**src/rtl/redmule_pkg.sv**
```systemverilog
// Shared types for the RedMulE Z-collector: element formats, control/flag
// structs and the collector FSM encoding.
package redmule_pkg;

   typedef enum logic [2:0] {
      FP32,
      FP64,
      FP16,
      FP8,
      FP16ALT
   } fp_format_e;

   function automatic int unsigned fp_width(fp_format_e fmt);
      case (fmt)
         FP32:    return 32;
         FP64:    return 64;
         FP16:    return 16;
         FP8:     return 8;
         FP16ALT: return 16;
         default: return 16;
      endcase
   endfunction

   localparam int unsigned DATA_W       = 288;
   localparam int unsigned ARRAY_HEIGHT = 4;
   localparam int unsigned Z_BITW       = fp_width(FP16);
   localparam int unsigned Z_D          = DATA_W / Z_BITW;
   localparam int unsigned Z_WIDTH_W    = $clog2(Z_D) + 1;
   localparam int unsigned Z_HEIGHT_W   = $clog2(ARRAY_HEIGHT) + 1;

   typedef struct packed {
      logic                  start;
      logic [Z_WIDTH_W-1:0]  width;
      logic [Z_HEIGHT_W-1:0] height;
   } z_collector_ctrl_t;

   typedef struct packed {
      logic busy;
      logic full;
      logic done;
   } z_collector_flgs_t;

   typedef enum logic [1:0] {
      Z_IDLE,
      Z_FILL,
      Z_DRAIN
   } z_state_e;

endpackage

```
**src/rtl/redmule_z_buffer_scm.sv**
```systemverilog
// H x D element store: one column of all rows written per cycle, one full
// row read combinationally.
module redmule_z_buffer_scm #(
   parameter int unsigned BITW = 16,
   parameter int unsigned H    = 4,
   parameter int unsigned D    = 18,
   localparam int unsigned CW  = (D > 1) ? $clog2(D) : 1,
   localparam int unsigned HW  = (H > 1) ? $clog2(H) : 1
) (
   input  logic                     clk_i,
   input  logic                     we_i,
   input  logic [CW-1:0]            wcol_i,
   input  logic [H-1:0][BITW-1:0]   wdata_i,
   input  logic [HW-1:0]            rrow_i,
   output logic [D-1:0][BITW-1:0]   rdata_o
);

   logic [H-1:0][D-1:0][BITW-1:0] mem_q;

   // Contents are don't-care until written, so the array carries no reset.
   always_ff @(posedge clk_i) begin
      if (we_i) begin
         for (int h = 0; h < int'(H); h++) begin
            mem_q[h][wcol_i] <= wdata_i[h];
         end
      end
   end

   assign rdata_o = mem_q[rrow_i];

endmodule

```
**src/rtl/redmule_z_collector.sv**
```systemverilog
// Collects array result columns into a buffer, then streams it out row by
// row with columns beyond the programmed width masked to zero.
module redmule_z_collector
   import redmule_pkg::*;
#(
   parameter int unsigned  DW        = 288,
   parameter fp_format_e   FpFormat  = FP16,
   parameter int unsigned  Height    = ARRAY_HEIGHT,
   localparam int unsigned BITW      = fp_width(FpFormat)
) (
   input  logic                          clk_i,
   input  logic                          rst_ni,
   input  logic                          clear_i,
   input  z_collector_ctrl_t             ctrl_i,
   output z_collector_flgs_t             flags_o,
   input  logic                          z_valid_i,
   output logic                          z_ready_o,
   input  logic [Height-1:0][BITW-1:0]   z_i,
   output logic                          z_valid_o,
   input  logic                          z_ready_i,
   output logic [DW-1:0]                 z_o,
   output logic [DW/8-1:0]               z_strb_o
);

   localparam int unsigned D   = DW / BITW;
   localparam int unsigned CW  = (D > 1) ? $clog2(D) : 1;
   localparam int unsigned HW  = (Height > 1) ? $clog2(Height) : 1;
   localparam int unsigned WW  = Z_WIDTH_W;
   localparam int unsigned HHW = Z_HEIGHT_W;
   localparam int unsigned EB  = BITW / 8;

   z_state_e         state_q, state_d;
   logic [CW-1:0]    col_cnt_q, col_cnt_d;
   logic [HW-1:0]    row_cnt_q, row_cnt_d;
   logic [WW-1:0]    width_q, width_d;
   logic [HHW-1:0]   height_q, height_d;
   logic             done_q, done_d;
   logic             buf_we;
   logic             start_ok;
   logic [D-1:0][BITW-1:0] row_data;

   assign start_ok = (ctrl_i.width != '0) && (ctrl_i.width <= WW'(D)) &&
                     (ctrl_i.height != '0) && (ctrl_i.height <= HHW'(Height));

   // Both sides use plain valid/ready: a transfer happens on any rising edge
   // where valid and ready are both high; valid never depends on ready.
   always_comb begin
      state_d   = state_q;
      col_cnt_d = col_cnt_q;
      row_cnt_d = row_cnt_q;
      width_d   = width_q;
      height_d  = height_q;
      done_d    = 1'b0;
      z_ready_o = 1'b0;
      z_valid_o = 1'b0;
      buf_we    = 1'b0;
      unique case (state_q)
         Z_IDLE: begin
            if (ctrl_i.start && start_ok) begin
               width_d  = ctrl_i.width;
               height_d = ctrl_i.height;
               state_d  = Z_FILL;
            end
         end
         Z_FILL: begin
            z_ready_o = 1'b1;
            if (z_valid_i) begin
               buf_we = 1'b1;
               if (WW'(col_cnt_q) == width_q - WW'(1)) begin
                  col_cnt_d = '0;
                  state_d   = Z_DRAIN;
               end else begin
                  col_cnt_d = col_cnt_q + CW'(1);
               end
            end
         end
         Z_DRAIN: begin
            z_valid_o = 1'b1;
            if (z_ready_i) begin
               if (HHW'(row_cnt_q) == height_q - HHW'(1)) begin
                  row_cnt_d = '0;
                  done_d    = 1'b1;
                  state_d   = Z_IDLE;
               end else begin
                  row_cnt_d = row_cnt_q + HW'(1);
               end
            end
         end
         default: state_d = Z_IDLE;
      endcase
      // Soft clear overrides anything decided above, including a start.
      if (clear_i) begin
         state_d   = Z_IDLE;
         col_cnt_d = '0;
         row_cnt_d = '0;
         done_d    = 1'b0;
      end
   end

   always_ff @(posedge clk_i or negedge rst_ni) begin
      if (!rst_ni) begin
         state_q   <= Z_IDLE;
         col_cnt_q <= '0;
         row_cnt_q <= '0;
         width_q   <= '0;
         height_q  <= '0;
         done_q    <= 1'b0;
      end else begin
         state_q   <= state_d;
         col_cnt_q <= col_cnt_d;
         row_cnt_q <= row_cnt_d;
         width_q   <= width_d;
         height_q  <= height_d;
         done_q    <= done_d;
      end
   end

   redmule_z_buffer_scm #(
      .BITW ( BITW   ),
      .H    ( Height ),
      .D    ( D      )
   ) i_z_buffer (
      .clk_i   ( clk_i     ),
      .we_i    ( buf_we    ),
      .wcol_i  ( col_cnt_q ),
      .wdata_i ( z_i       ),
      .rrow_i  ( row_cnt_q ),
      .rdata_o ( row_data  )
   );

   // Output row is gated by DRAIN so stale buffer data never leaks elsewhere.
   always_comb begin
      z_o      = '0;
      z_strb_o = '0;
      if (state_q == Z_DRAIN) begin
         for (int d = 0; d < int'(D); d++) begin
            if (WW'(d) < width_q) begin
               z_o[d*BITW +: BITW]  = row_data[d];
               z_strb_o[d*EB +: EB] = '1;
            end
         end
      end
   end

   assign flags_o.busy = (state_q != Z_IDLE);
   assign flags_o.full = (state_q == Z_DRAIN);
   assign flags_o.done = done_q;

endmodule

```
**config.mk**
```make
export PLATFORM = sky130hd
export DESIGN_NAME = redmule_z_collector
export DESIGN_NICKNAME = d
export VERILOG_FILES = /design/src/rtl/redmule_pkg.sv /design/src/rtl/redmule_z_buffer_scm.sv /design/src/rtl/redmule_z_collector.sv
export SDC_FILE = /design/constraint.sdc
export NUM_CORES = 1
export LEC_CHECK = 0
export CORE_ASPECT_RATIO = 0.6
export CORE_MARGIN = 4
export CORE_UTILIZATION = 40
export DETAILED_ROUTE_END_ITERATION = 12
export GPL_TIMING_DRIVEN = 0
export PLACE_DENSITY = 0.66
export SYNTH_ARGS = -nofsm -noshare
export SYNTH_HDL_FRONTEND = slang
export SYNTH_SLANG_ARGS = --single-unit
export TNS_END_PERCENT = 100
```
**constraint.sdc**
```tcl
create_clock -name clk_i -period 6.6 [get_ports clk_i]
set_input_delay 1.32 -clock clk_i [delete_from_list [all_inputs] [get_ports clk_i]]
set_output_delay 1.32 -clock clk_i [all_outputs]
set_load 0.005 [all_outputs]
```
# Word-level counts from Yosys, hierarchy flattened
# Cells that the tools add are included.
# Widths: inputs -> output; s select.
[op_classes]
n_reduce_logical = 17
order_cmp = 23
eq_ne = 9
n_mux = 69
n_addsub = 4
[ops]
columns = ["op", "count"]
rows = [
  ["$bwmux 288", 4],
  ["$bmux 288 s2", 1],
  ["$mux 288", 2],
  ["$mux 16", 19],
  ["$demux 16 s5", 1],
  ["$mux 2", 28],
  ["$lt 4x6->1 const A", 8],
  ["$mux 36", 1],
  ["$lt 3x6->1 const A", 4],
  ["$mux 5", 4],
  ["$lt 1x6->1 const A", 2],
  ["$lt 2x6->1 const A", 2],
  ["$lt 5x6->1 const A", 2],
  ["$reduce_bool 2->1", 5],
  ["$ne 3x3->1 const B", 3],
  ["$mux 1", 8],
  ["$eq 5x6->1", 1],
  ["$le 6x5->1 const B", 1],
  ["$lt 5x6->1 const B", 1],
  ["$ne 3x2->1 const B", 2],
  ["$pmux 2 s3", 1],
  ["$reduce_and 2->1", 3],
  ["$reduce_bool 6->1", 1],
  ["$sub 6x1->6 const B", 1],
  ["other kinds (13)", 17],
]
[word_totals]
input_bits = 79
out_inout_bits = 329
wordCells = 200
ff_bits = 1171

# Depth between registers and ports, before layout
# Gate-level depths: netlist of run 1.
[logic_depth]
depth_word = 8
mapped_depth = 9
depth_no_buf = 7

# By module
# Synthesis of run 1 repeated with hierarchy kept, for this count alone.
[unflattened]
hier_cells = 2019
hier_area_um2 = 45138.3
[modules_own_cells]
columns = ["mod", "area_per_inst_um2", "instances", "cells_each", "seq_area_each_um2"]
rows = [
  ["redmule_z_buffer_scm", 41701.2, 1, 1530, 34593.2],
  ["redmule_z_collector", 3437.0, 1, 489, 475.5],
]

# Least setup slack after synthesis of run 1
# Ideal clock, no wire load.
[synth_path]
path_kind = "input port to flip-flop"
from = "input port z_valid_i"
to = "register col_cnt_q[4]"
arrival_ns = 6.731
setup_time_ns = 0.094
path_slack_ns = -0.225
stages = 4
path_buffers = 0
required_time_ns = 6.506
path_cell_list = "nand2_1 > nor3_1 > o21ai_0 > a31oi_1"
[synth_via]
elab_chain_cells = 2
[synth_lines]
columns = ["element", "line_no", "text"]
rows = [
  ["from (decl)", "redmule_z_collector.sv:16", "input logic z_valid_i,"],
  ["$reduce_bool 2->1 (no line)", "n/a", ""],
  ["$reduce_and 2->1 (no line)", "n/a", ""],
  ["to (signal assigned)", "redmule_z_collector.sv:110", "col_cnt_q <= col_cnt_d;"],
  ["to (decl)", "redmule_z_collector.sv:33", "logic [CW-1:0] col_cnt_q, col_cnt_d;"],
]
# No other way between the ends.
# A chain may end at the register's enable or synchronous reset.

# Final worst setup path of run 1
[layout_path]
from = "register width_q[0]"
to = "output port z_o[79]"
[layout_via]
elab_chain_cells = 3
[layout_lines]
columns = ["element", "line_no", "text"]
rows = [
  ["from (decl)", "redmule_z_collector.sv:35", "logic [WW-1:0] width_q, width_d;"],
  ["from (signal assigned)", "redmule_z_collector.sv:112", "width_q <= width_d;"],
  ["$lt 3x6->1", "redmule_z_collector.sv:137", "if (WW'(d) < width_q) begin"],
  ["$mux 16", "redmule_z_collector.sv:137", ""],
  ["$mux 288", "redmule_z_collector.sv:135", "if (state_q == Z_DRAIN) begin"],
  ["to (decl)", "redmule_z_collector.sv:21", "output logic [DW-1:0] z_o,"],
]
# No other way between the ends.

==> results of run 1 <==
[flip-flops by register name, indices dropped and copies added (netlist names)]
signal / count
state_q: 2
col_cnt_q: 5
width_q: 6
i_z_buffer.mem_q: 1152
height_q: 3
row_cnt_q: 2
done_q: 1
[cell usage in the layout, fill, tap and decap left out, drive strengths merged, types with 2 or more instances in the layout]
cell type,count
a21oi,7
and2,23
and3,76
and4,2
buf,113
bufinv,11
clkbuf,158
clkdlybuf4s50,402
clkinv,50
clkinvlp,4
dfrtp,19
diode,2
edfxtp,1152
ha,9
inv,27
mux2,8
mux4,288
nand2,24
nand2b,3
nand3,4
nor2,12
nor2b,210
nor3,9
nor3b,5
o211ai,3
o21ai,14
o22ai,2
xnor2,8
xor2,3
[final cells by class]
type / instances / area, um2 / area share (%)
inverter: 27 / 101 / 0.185
buffer: 123 / 697 / 1.27
clock inverter: 65 / 602 / 1.10
antenna: 2 / 5.00 / 0.00911
tap: 1503 / 1880 / 3.42
clock buffer: 128 / 2790 / 5.07
sequential: 1171 / 35100 / 63.9
timing repair buffer: 422 / 4390 / 8.00
multi-input combinational: 727 / 9390 / 17.1
[synth_stat cells (all sizes together)]
cell / number
a211o: 1
a211oi: 1
a21boi: 1
a21oi: 7
a2bb2oi: 1
a31oi: 1
a41oi: 1
and2: 23
and3: 76
and4: 2
and4b: 1
buf: 93
clkbuf: 30
dfrtp: 19
edfxtp: 1152
ha: 9
inv: 27
mux2: 8
mux4: 288
nand2: 24
nand2b: 3
nand3: 4
nand4b: 1
nor2: 12
nor2b: 210
nor3: 9
nor3b: 5
nor4: 1
nor4b: 1
o2111ai: 1
o211ai: 3
o21ai: 14
o21ba: 1
o22ai: 2
o31a: 1
or2: 1
or3: 1
or4: 1
or4b: 1
xnor2: 8
xor2: 3
[layer usage]
metal,routed length [um],GRT usage (%),vias to the layer above
met5,0,0,-
met1,53900,31.3,12400
met4,2460,4.67,0
li1,-,-,9398
met2,61800,34.4,1286
met3,13300,5.41,126
[critical path, delay by kind of cell, from the launching register on]
kind | cells | cell delay (ps)
compound gates | 1 | 910
simple gates | 1 | 360
flops | 1 | 530
buf+inv | 3 | 1230
fa+ha+maj | 1 | 270
[cells by family (layout without fill, tap and decap cells)]
family / count (synthesis) / count (layout) / synth area share, %
xor+xnor: 11 / 11 / 0.213
flops: 1171 / 1171 / 77.6
compound gates: 35 / 35 / 0.570
fa+ha+maj: 9 / 9 / 0.249
other cells: 0 / 2 / 0
simple gates: 376 / 376 / 5.08
buf+inv: 150 / 765 / 1.77
mux: 296 / 296 / 14.5
[final timing paths]
path	start	to	slack, ps	cells past startpoint
min in group asynchronous	rst_ni	width_q[0]$_DFFE_PN0P_	1120	1
max in group asynchronous	rst_ni	row_cnt_q[0]$_DFFE_PN0P_	4920	1
worst max register to register	state_q[0]$_DFFE_PN0P_	i_z_buffer.mem_q[135]$_DFFE_PP_	3740	6
worst min register to register	state_q[1]$_DFFE_PN0P_	state_q[0]$_DFFE_PN0P_	500	1
worst max-delay path	width_q[0]$_DFFE_PN0P_	z_o[79]	1260	6
worst min-delay path	state_q[1]$_DFFE_PN0P_	state_q[0]$_DFFE_PN0P_	500	1
[power by group]
group          internal [mW]  switching, mW  leakage, nW
Sequential              8.19         0.0233         10.6
Combinational          0.132          0.416         4.82
Clock                   3.42           2.66         1.66
Total                   11.8           3.10         17.1
[through the flow]
stage / cell area (um2) / hold slack, ps
after floorplan: 45200 / 460
after global placement: 51200 / 478
after detailed placement: 51500 / 492
after CTS: 54900 / 499
after global routing: 54900 / 537
final: 54900 / 497
==> parameters.txt, run 1 <==
Parameter                              Value

Drt
  Remaining DRCs    0
  Detail-routed net length per standard cell    31.5 um
  First-pass iteration count of the detailed router    5
  DRC marker count from the first detailed-route iteration    3014
  Remaining antenna violation count after routing    0
  DR vias    23.2k
  Routed wire length    131000 um
  Per-cell via count in the routed design    5.56

Clock tree
  H-tree depth reported by CTS    3
  CTS hold repair buffers    0
  Clock root buffer    sky130_fd_sc_hd__clkbuf_16
  TritonCTS Sinks    1171
  Clk pin slew, worst setup/hold paths    70 ps
  Count of instances resized after the clock tree is built    0
  Clock latency of the later-clocked register in the worst-skew pair    700 ps
  TritonCTS clock tree    done
  Buffer depth of the longest clock path    3
  Clock buffer count from CTS    103
  Number of buffers inserted to repair setup after CTS    0

GRT
  Global-route wire length before repair    179000 um
  Via count of the first global-routing pass    23.0k
  Maximum number of pins on one net before global-route repair    65
  GR Util All Layers    21.9%
  Overflow left after global routing    0
  Antenna violations before repair    14

Placed design
  Final HPWL from detailed placement    86900 um
  Final weighted congestion in routability-driven placement    0.798
  Count of placed standard cells including taps    3973
  Placement-stage worst setup slack    2080 ps
  Number of buffers inserted by port buffering    406

Synthesis
  Area share of the leading cell type in the synthesized netlist    76.5%
  Gate count of the mapped netlist    2048
  #FFs+latches synth    1171
  Warning count from the yosys run    0
  Area of the mapped netlist    45200 um2
  Number of distinct standard cells referenced by the synthesized netlist    52
  Share of the yosys chip area belonging to registers    77.6%
  Most area-consuming cells after synthesis    sky130_fd_sc_hd__edfxtp_1, sky130_fd_sc_hd__mux4_2, sky130_fd_sc_hd__nor2b_1
  Most area-hungry cell type in the Yosys netlist    sky130_fd_sc_hd__edfxtp_1
  Post-synthesis average cell area    22.1 um2
  Post-Synthesis Net Count    2136

Setup path
  Capturing element type of the critical path    primary output
  Slowest CP cell    sky130_fd_sc_hd__o21ai_1
  Req. time, crit path    5280 ps
  Ordered cell list for the critical path    inv_1 -> ha_1 -> o21ai_1 -> clkbuf_1 -> and3_1 -> clkdlybuf4s50_1
  Maximum cell stage delay along the critical path    910 ps
  Type of the setup path with the least slack    reg -> out
  Peak fanout along the critical path    10
  Startpoint type of the worst setup path    flop
  Arrival time worst endpoint    4020 ps

Timing
  Setup repair after global routing missed its margin    no
  Worst-Margin Slew    1480 ps
  Final-report max-slew violation count    0
  Final setup violation count    0
  Final worst-path cycle share    80.9%
  Rel. slew slack    1.26%
  Final hold violations    0
  Post-route clock skew    27.5 ps
  Worst setup slack after layout    1260 ps
  Tmin final    5340 ps
  Total negative slack for setup checks    0 ps
  Highest clock frequency the design can meet    187 MHz

Die
  Top-level port count    408
  # rows    95
  Area of the placeable core    112000 um2
  Die height    268 um
  Die area    119000 um2
  Initial core utilization    40.3%
  Die extent in x    442 um

Cells and area
  Final #Nets    2663
  Area growth from synthesis to final layout    21.5%
  Share of final-layout standard cells stronger than drive strength 1    21.7%
  Final Non-Filler Cells    4168
  Final-layout fill cell count    8928
  Utilization after layout    49.0%

Power and ir drop
  Pwr Density    270 nW/um2
  Post-layout power    14.8 mW
  Leakage power total    17.1 nW
  Peak supply drop    0.000187 V

Min path
  Hold Path Class    reg -> reg

Job
  Maximum Capacitance Violations    0

Run status
  Result of the run    complete, no violations
Power figures use the tool's default switching activity.
==> run 2: changes to the inputs <==
--- a/config.mk
+++ b/config.mk
@@ -10,7 +10,7 @@
 export CORE_UTILIZATION = 40
 export DETAILED_ROUTE_END_ITERATION = 12
 export GPL_TIMING_DRIVEN = 0
-export PLACE_DENSITY = 0.66
+export PLACE_DENSITY = 0.68
 export SYNTH_ARGS = -nofsm -noshare
 export SYNTH_HDL_FRONTEND = slang
 export SYNTH_SLANG_ARGS = --single-unit
==> constraint.sdc (replaced) <==
create_clock -name clk_i -period 4.4 [get_ports clk_i]
set_input_delay 0.88 -clock clk_i [delete_from_list [all_inputs] [get_ports clk_i]]
set_output_delay 0.88 -clock clk_i [all_outputs]
set_load 0.005 [all_outputs]
==> run 2 against run 1 <==
- the run now ends with max-capacitance violations, max-slew violations left
- final area decreased by 0.12%
- global-route usage about the same
- wire length decreased by 0.25%
- largest power group unchanged
- hold slack improved by 5.3 ps
- cell count about the same
- power increased by 49%
- clock-buffer cell count unchanged
- highest routed layer unchanged
==> parameters.txt, run 2 (synthesis results as in run 1) <==
Parameter                              Value

Die
  Die height    268 um
  Area of the placeable core    112000 um2
  Initial core utilization    40.3%
  # rows    95
  Die extent in x    442 um
  Die area    119000 um2
  Top-level port count    408

Cells and area
  Final-layout fill cell count    8936
  Utilization after layout    48.9%
  Register bank with the most flops    i_z_buffer.mem_q
  Final #Nets    2663
  Area taken by multi-input logic gates    9430 um2
  Flip-flop count of the largest register, all copies and words added    1152
  Area occupied by registers    35100 um2
  Final Non-Filler Cells    4166
  Registers with the most flip-flops    i_z_buffer.mem_q x1152, width_q x6, col_cnt_q x5
  Share of final-layout standard cells stronger than drive strength 1    22.2%
  Commonest non-fill, non-tap cell in the layout    sky130_fd_sc_hd__edfxtp_1
  Area growth from synthesis to final layout    21.4%
  Highest-count cells in the layout ignoring fill and taps    sky130_fd_sc_hd__edfxtp_1, sky130_fd_sc_hd__clkdlybuf4s50_1, sky130_fd_sc_hd__mux4_2

Setup path
  Startpoint type of the worst setup path    flop
  Req. time, crit path    3520 ps
  Type of the setup path with the least slack    reg -> out
  Depth of the worst register-to-register path    6
  Worst Path Buf+Inv    6
  Slowest CP cell    sky130_fd_sc_hd__o21ai_2
  RR Endpoint    i_z_buffer.mem_q[106]$_DFFE_PP_
  Gate family responsible for the most delay along the worst path    buffers and inverters
  Ordered cell list for the critical path    inv_1 -> ha_1 -> inv_1 -> o21ai_2 -> clkbuf_2 -> inv_1 -> buf_4 -> clkdlybuf4s50_1
  Arrival time worst endpoint    3520 ps
  Peak fanout along the critical path    10
  Crit path top cell by count    sky130_fd_sc_hd__inv_1
  Internal reg-to-reg setup slack    1470 ps
  Capturing element type of the critical path    primary output
  Maximum cell stage delay along the critical path    580 ps
  Crit Reg-Reg Startpoint    state_q[0]$_DFFE_PN0P_

Clock tree
  Clock buffer count from CTS    105
  H-tree depth reported by CTS    3
  Buffer depth of the longest clock path    3
  Clock latency of the later-clocked register in the worst-skew pair    700 ps
  Clock root buffer    sky130_fd_sc_hd__clkbuf_16
  Clk pin slew, worst setup/hold paths    60 ps
  TritonCTS Sinks    1171
  Number of buffers inserted to repair setup after CTS    0
  TritonCTS clock tree    done

Placed design
  Final HPWL from detailed placement    87000 um
  Final weighted congestion in routability-driven placement    0.861
  Number of buffers inserted by port buffering    406
  Count of placed standard cells including taps    3971

GRT
  GR Util All Layers    21.8%
  Maximum number of pins on one net before global-route repair    65
  Antenna violations before repair    26
  Global-route wire length before repair    181000 um
  Overflow left after global routing    0
  Via count of the first global-routing pass    23.3k

Drt
  DRC marker count from the first detailed-route iteration    3717
  Routed wire length    131000 um
  Remaining antenna violation count after routing    0
  Detail-routed net length per standard cell    31.5 um
  Remaining DRCs    0
  First-pass iteration count of the detailed router    6
  DR vias    23.6k
  Per-cell via count in the routed design    5.67

Power and ir drop
  Net switching fraction of the power    21.1%
  Pwr Density    403 nW/um2
  Net switching power figure    4.66 mW
  Peak supply drop    0.000307 V
  Leakage power total    17.0 nW
  Part of the total power dissipated in the clock network    40.5%
  Combinational cell fraction of total power    3.7%
  Cell-internal power    17.4 mW
  Sequential share of power    55.8%

Run status
  Result of the run    complete, but fails checks
  Failing checks    max-capacitance violations, max-slew violations

Min path
  Depth of the worst hold-timing path    1
  Hold_sp    height_q[1]$_DFFE_PN0P_
  Hold Path Class    reg -> reg
  Sink of the worst hold path    height_q[1]$_DFFE_PN0P_

Timing
  Setup repair after global routing missed its margin    yes
  Post-route clock skew    26.6 ps
  Final worst-path cycle share    100%
  Final-report max-slew violation count    19
  Final setup violation count    0
  Final hold violations    0
  Rel. slew slack    -2.03%
  Tmin final    4400 ps
  Highest clock frequency the design can meet    227 MHz
  Worst-Margin Slew    1530 ps

Job
  Maximum Capacitance Violations    1
==> run 2: cell count changes in the layout (fill, tap and decap cells not counted), moves of 4 or more <==
cell,delta
sky130_fd_sc_hd__buf_1,-5
sky130_fd_sc_hd__clkbuf_1,-5
sky130_fd_sc_hd__clkbuf_2,+7
sky130_fd_sc_hd__inv_6,+4
==> run 2: worst register-to-register path, stage by stage, from the launching register on <==
cell and delay, ps:
sky130_fd_sc_hd__dfrtp_1 410, sky130_fd_sc_hd__nor2b_1 260, sky130_fd_sc_hd__and2_1 170, sky130_fd_sc_hd__clkbuf_1 280, sky130_fd_sc_hd__clkbuf_1 330, sky130_fd_sc_hd__and3_2 800
sky130_fd_sc_hd__buf_12 340
==> run 2: stage by stage <==
stage / worst slack (ps) / hold slack (ps) / TNS [ps] / area [um2] / power, mW
2_1_floorplan: 143 / 460 / 0 / 45200 / 12.8
3_3_place_gp: -1210 / 476 / -226010 / 51200 / 13.3
3_5_place_dp: 280 / 490 / 0 / 51500 / 13.4
4_1_cts: -73.6 / 504 / -217 / 54800 / 22.2
5_1_grt: -115 / 534 / -626 / 54800 / 22.8
6_report: 0.0349 / 502 / 0 / 54900 / 22.1
==> run 2: cell type report <==
class	instances	share of cell area [%]
antenna	5	0.0228
buffer	123	1.35
clock buffer	128	5.06
clock inverter	62	0.935
inverter	27	0.185
multi-input combinational	727	17.2
sequential	1171	63.9
tap	1503	3.43
timing repair buffer	420	7.90
==> run 2: power by group through the flow <==
stage | Sequential, mW | Clock (mW) | Combinational, mW
after floorplan | 12.5 | 0 | 0.275
after global placement | 12.6 | 0 | 0.785
after detailed placement | 12.6 | 0 | 0.810
after CTS | 12.3 | 9.09 | 0.819
after global routing | 12.3 | 9.59 | 0.871
final | 12.3 | 8.95 | 0.829
==> run 2: repair_timing <==
| item | in CTS | in global routing |
|---|---|---|
| gates resized for setup | 17 | 14 |
| endpoints found under the setup margin | 65 | 48 |
| endpoints found under the hold margin | 0 | 0 |
| hold buffers | 0 | 0 |
==> run 2: layer usage <==
| layer | share of wire, % | vias up | GRT usage (%) |
|---|---|---|---|
| met3 | 12 | 180 | 5.57 |
| met2 | 46 | 1587 | 33.9 |
| met1 | 39 | 12400 | 31.1 |
| met5 | 0 | - | 0 |
| met4 | 2.6 | 0 | 5.88 |
| li1 | - | 9412 | - |
==> run 2: worst max path at each step <==
stage                                start                       end  slack, ps  cells after the start
CTS                 state_q[0]$_DFFE_PN0P_                  z_o[221]        -70                      8
global route        width_q[1]$_DFFE_PN0P_               z_strb_o[1]       -110                      8
floorplan                        z_valid_i  col_cnt_q[4]$_DFFE_PN0P_        140                      4
detailed placement  width_q[1]$_DFFE_PN0P_                   z_o[72]        280                      6
global placement                 z_valid_i  col_cnt_q[4]$_DFFE_PN0P_      -1210                      5
finish              width_q[1]$_DFFE_PN0P_               z_strb_o[1]       0.03                      8
==> run 3: changes to the inputs <==
--- a/config.mk
+++ b/config.mk
@@ -5,7 +5,7 @@
 export SDC_FILE = /design/constraint.sdc
 export NUM_CORES = 1
 export LEC_CHECK = 0
-export CORE_ASPECT_RATIO = 0.6
+export CORE_ASPECT_RATIO = 2
 export CORE_MARGIN = 4
 export CORE_UTILIZATION = 40
 export DETAILED_ROUTE_END_ITERATION = 12
==> run 3 against run 2 <==
- the flow now finishes without violations
- power down 2.2%
- clock power down 5.5%
- sequential share of layout area up 0.38 points
- cell count is 0.86% lower
- wire length up 2.6%
- hold slack worse by 8.4 ps
==> parameters.txt, run 3 (synthesis results as in run 1) <==
Parameter                              Value

Run status
  Result of the run    complete, no violations

Power and ir drop
  Pwr Density    396 nW/um2
  Leakage power total    16.9 nW
  Peak supply drop    0.000258 V

Setup path
  RR Endpoint    i_z_buffer.mem_q[727]$_DFFE_PP_
  Ordered cell list for the critical path    buf_2 -> buf_1 -> mux4_2 -> nor2b_1 -> clkdlybuf4s50_1
  Capturing element type of the critical path    primary output
  Launch point of the critical path    row_cnt_q[1]$_DFFE_PN0P_
  Slowest CP cell    sky130_fd_sc_hd__buf_1
  Type of the setup path with the least slack    reg -> out
  Peak fanout along the critical path    10
  Depth of the worst register-to-register path    6
  Critical path destination    z_o[24]
  Req. time, crit path    3520 ps
  Internal reg-to-reg setup slack    1660 ps
  Crit Reg-Reg Startpoint    state_q[0]$_DFFE_PN0P_
  Maximum cell stage delay along the critical path    740 ps
  Startpoint type of the worst setup path    flop
  Arrival time worst endpoint    3440 ps

GRT
  Met1 capacity usage during global routing    28.7%
  Via count of the first global-routing pass    24.4k
  Antenna violations before repair    4
  GRT Max-Usage Layer    met2
  GR Util All Layers    22.4%
  Overflow left after global routing    0
  Global-route wire length before repair    186000 um
  Met3 usage in global routing    4.01%
  Maximum number of pins on one net before global-route repair    65
  Met2 Resource Use GR    38.7%

Clock tree
  Clock buffer count from CTS    95
  TritonCTS Sinks    1171
  Buffer depth of the longest clock path    3
  Clock latency of the later-clocked register in the worst-skew pair    700 ps
  Clk pin slew, worst setup/hold paths    70 ps
  Clock root buffer    sky130_fd_sc_hd__clkbuf_16
  H-tree depth reported by CTS    3
  Number of buffers inserted to repair setup after CTS    0
  TritonCTS clock tree    done
  CTS hold repair buffers    0

Drt
  First-pass iteration count of the detailed router    5
  Remaining antenna violation count after routing    0
  Routed wire length    134000 um
  DRC marker count from the first detailed-route iteration    2619
  DR vias    23.1k
  Per-cell via count in the routed design    5.59
  Detail-routed net length per standard cell    32.6 um
  Remaining DRCs    0

Timing
  Post-route clock skew    28.0 ps
  Rel. slew slack    1.19%
  Final-report max-slew violation count    0
  Tmin final    4320 ps
  Setup repair after global routing missed its margin    yes
  Final hold violations    0
  Highest clock frequency the design can meet    232 MHz
  Worst-Margin Slew    1480 ps
  Final setup violation count    0
  Final worst hold slack    494 ps
  Worst setup slack after layout    81.8 ps
  Final worst-path cycle share    98.1%

Die
  Area of the placeable core    112000 um2
  Initial core utilization    40.2%
  Die extent in x    246 um
  Top-level port count    408
  # rows    174
  Die area    119000 um2
  Die height    483 um

Cells and area
  Final #Nets    2649
  Area taken by multi-input logic gates    9470 um2
  Highest-count cells in the layout ignoring fill and taps    sky130_fd_sc_hd__edfxtp_1, sky130_fd_sc_hd__clkdlybuf4s50_1, sky130_fd_sc_hd__mux4_2
  Flip-flop count of the largest register, all copies and words added    1152
  Commonest non-fill, non-tap cell in the layout    sky130_fd_sc_hd__edfxtp_1
  Share of final-layout standard cells stronger than drive strength 1    21.5%
  Area occupied by registers    35100 um2
  Registers with the most flip-flops    i_z_buffer.mem_q x1152, width_q x6, col_cnt_q x5
  Register bank with the most flops    i_z_buffer.mem_q
  Area growth from synthesis to final layout    20.6%
  Final-layout fill cell count    9218

Placed design
  Final HPWL from detailed placement    89700 um
  Final weighted congestion in routability-driven placement    0.828
  Placement-stage worst setup slack    182 ps
  Number of buffers inserted by port buffering    406

Min path
  Hold Path Class    reg -> reg

Job
  Maximum Capacitance Violations    0
==> run 3: changes by cell type in the layout (fill, tap and decap cells not counted), moves of 3 or more <==
cell	delta
sky130_fd_sc_hd__buf_12	-4
sky130_fd_sc_hd__clkbuf_16	-13
sky130_fd_sc_hd__clkinv_1	-5
sky130_fd_sc_hd__o21ai_4	+3
sky130_fd_sc_hd__clkbuf_2	-3
sky130_fd_sc_hd__clkinv_2	-11
sky130_fd_sc_hd__o21ai_2	-3
sky130_fd_sc_hd__clkdlybuf4s15_2	-3
==> run 3: worst min path at each step <==
stage / startpoint / endpoint / slack [ps] / depth (start not counted)
after floorplan: state_q[1]$_DFFE_PN0P_ / state_q[0]$_DFFE_PN0P_ / 460 / 1
after global placement: state_q[1]$_DFFE_PN0P_ / state_q[0]$_DFFE_PN0P_ / 480 / 1
after detailed placement: state_q[1]$_DFFE_PN0P_ / state_q[0]$_DFFE_PN0P_ / 480 / 1
after CTS: state_q[1]$_DFFE_PN0P_ / state_q[0]$_DFFE_PN0P_ / 490 / 1
after global routing: state_q[1]$_DFFE_PN0P_ / state_q[0]$_DFFE_PN0P_ / 510 / 1
final: state_q[1]$_DFFE_PN0P_ / state_q[0]$_DFFE_PN0P_ / 490 / 1
==> run 3: where the power goes <==
part | internal [mW] | leakage, nW | switching [mW] | total [mW]
clock | 4.57 | 1.46 | 3.89 | 8.46
combinational | 0.202 | 4.81 | 0.634 | 0.836
sequential | 12.3 | 10.6 | 0.0327 | 12.3
==> run 3: timing repair <==
| item | 4_1_cts | 5_1_grt |
|---|---|---|
| gates cloned | 0 | 0 |
| gates resized for setup | 12 | 12 |
| pin swaps | 0 | 0 |
| endpoints found under the setup margin | 57 | 22 |
==> run 3: worst max-delay path: cells and delay by family (launching register included) <==
family                 cells  cell delay (ps)
buffers and inverters      3             1620
DFF                        1              440
muxes                      1              360
and+or+nand+nor            1              320
==> run 3: through the flow <==
stage | instance area, um2 | total power, mW | utilization (%) | cells | setup TNS, ps
finish | 54500 | 21.6 | 48.5 | 4130 | 0
global route | 54500 | 22.2 | 48.5 | 4128 | -18.5
CTS | 54500 | 21.7 | 48.5 | 4127 | 0
detailed placement | 51400 | 13.4 | 45.8 | 3962 | 0
global placement | 51100 | 13.4 | 45.5 | 3950 | -244010
floorplan | 45200 | 12.8 | - | 2048 | 0
==> run 3: layer usage <==
layer  vias up  wire, um
li1       9345         -
met1     12300     51100
met2      1189     68900
met3       230      9450
met4         2      4980
met5         -        13
==> run 3: area by class of cell <==
cell class | count | area share [%]
diodes | 3 | 0.0138
plain buffers | 121 | 1.31
clock buffers | 113 | 4.48
clock inverters | 54 | 1.04
inverters | 27 | 0.186
multi-input cells | 727 | 17.4
flip-flops and latches | 1171 | 64.3
well taps | 1496 | 3.43
repair buffers | 418 | 7.85
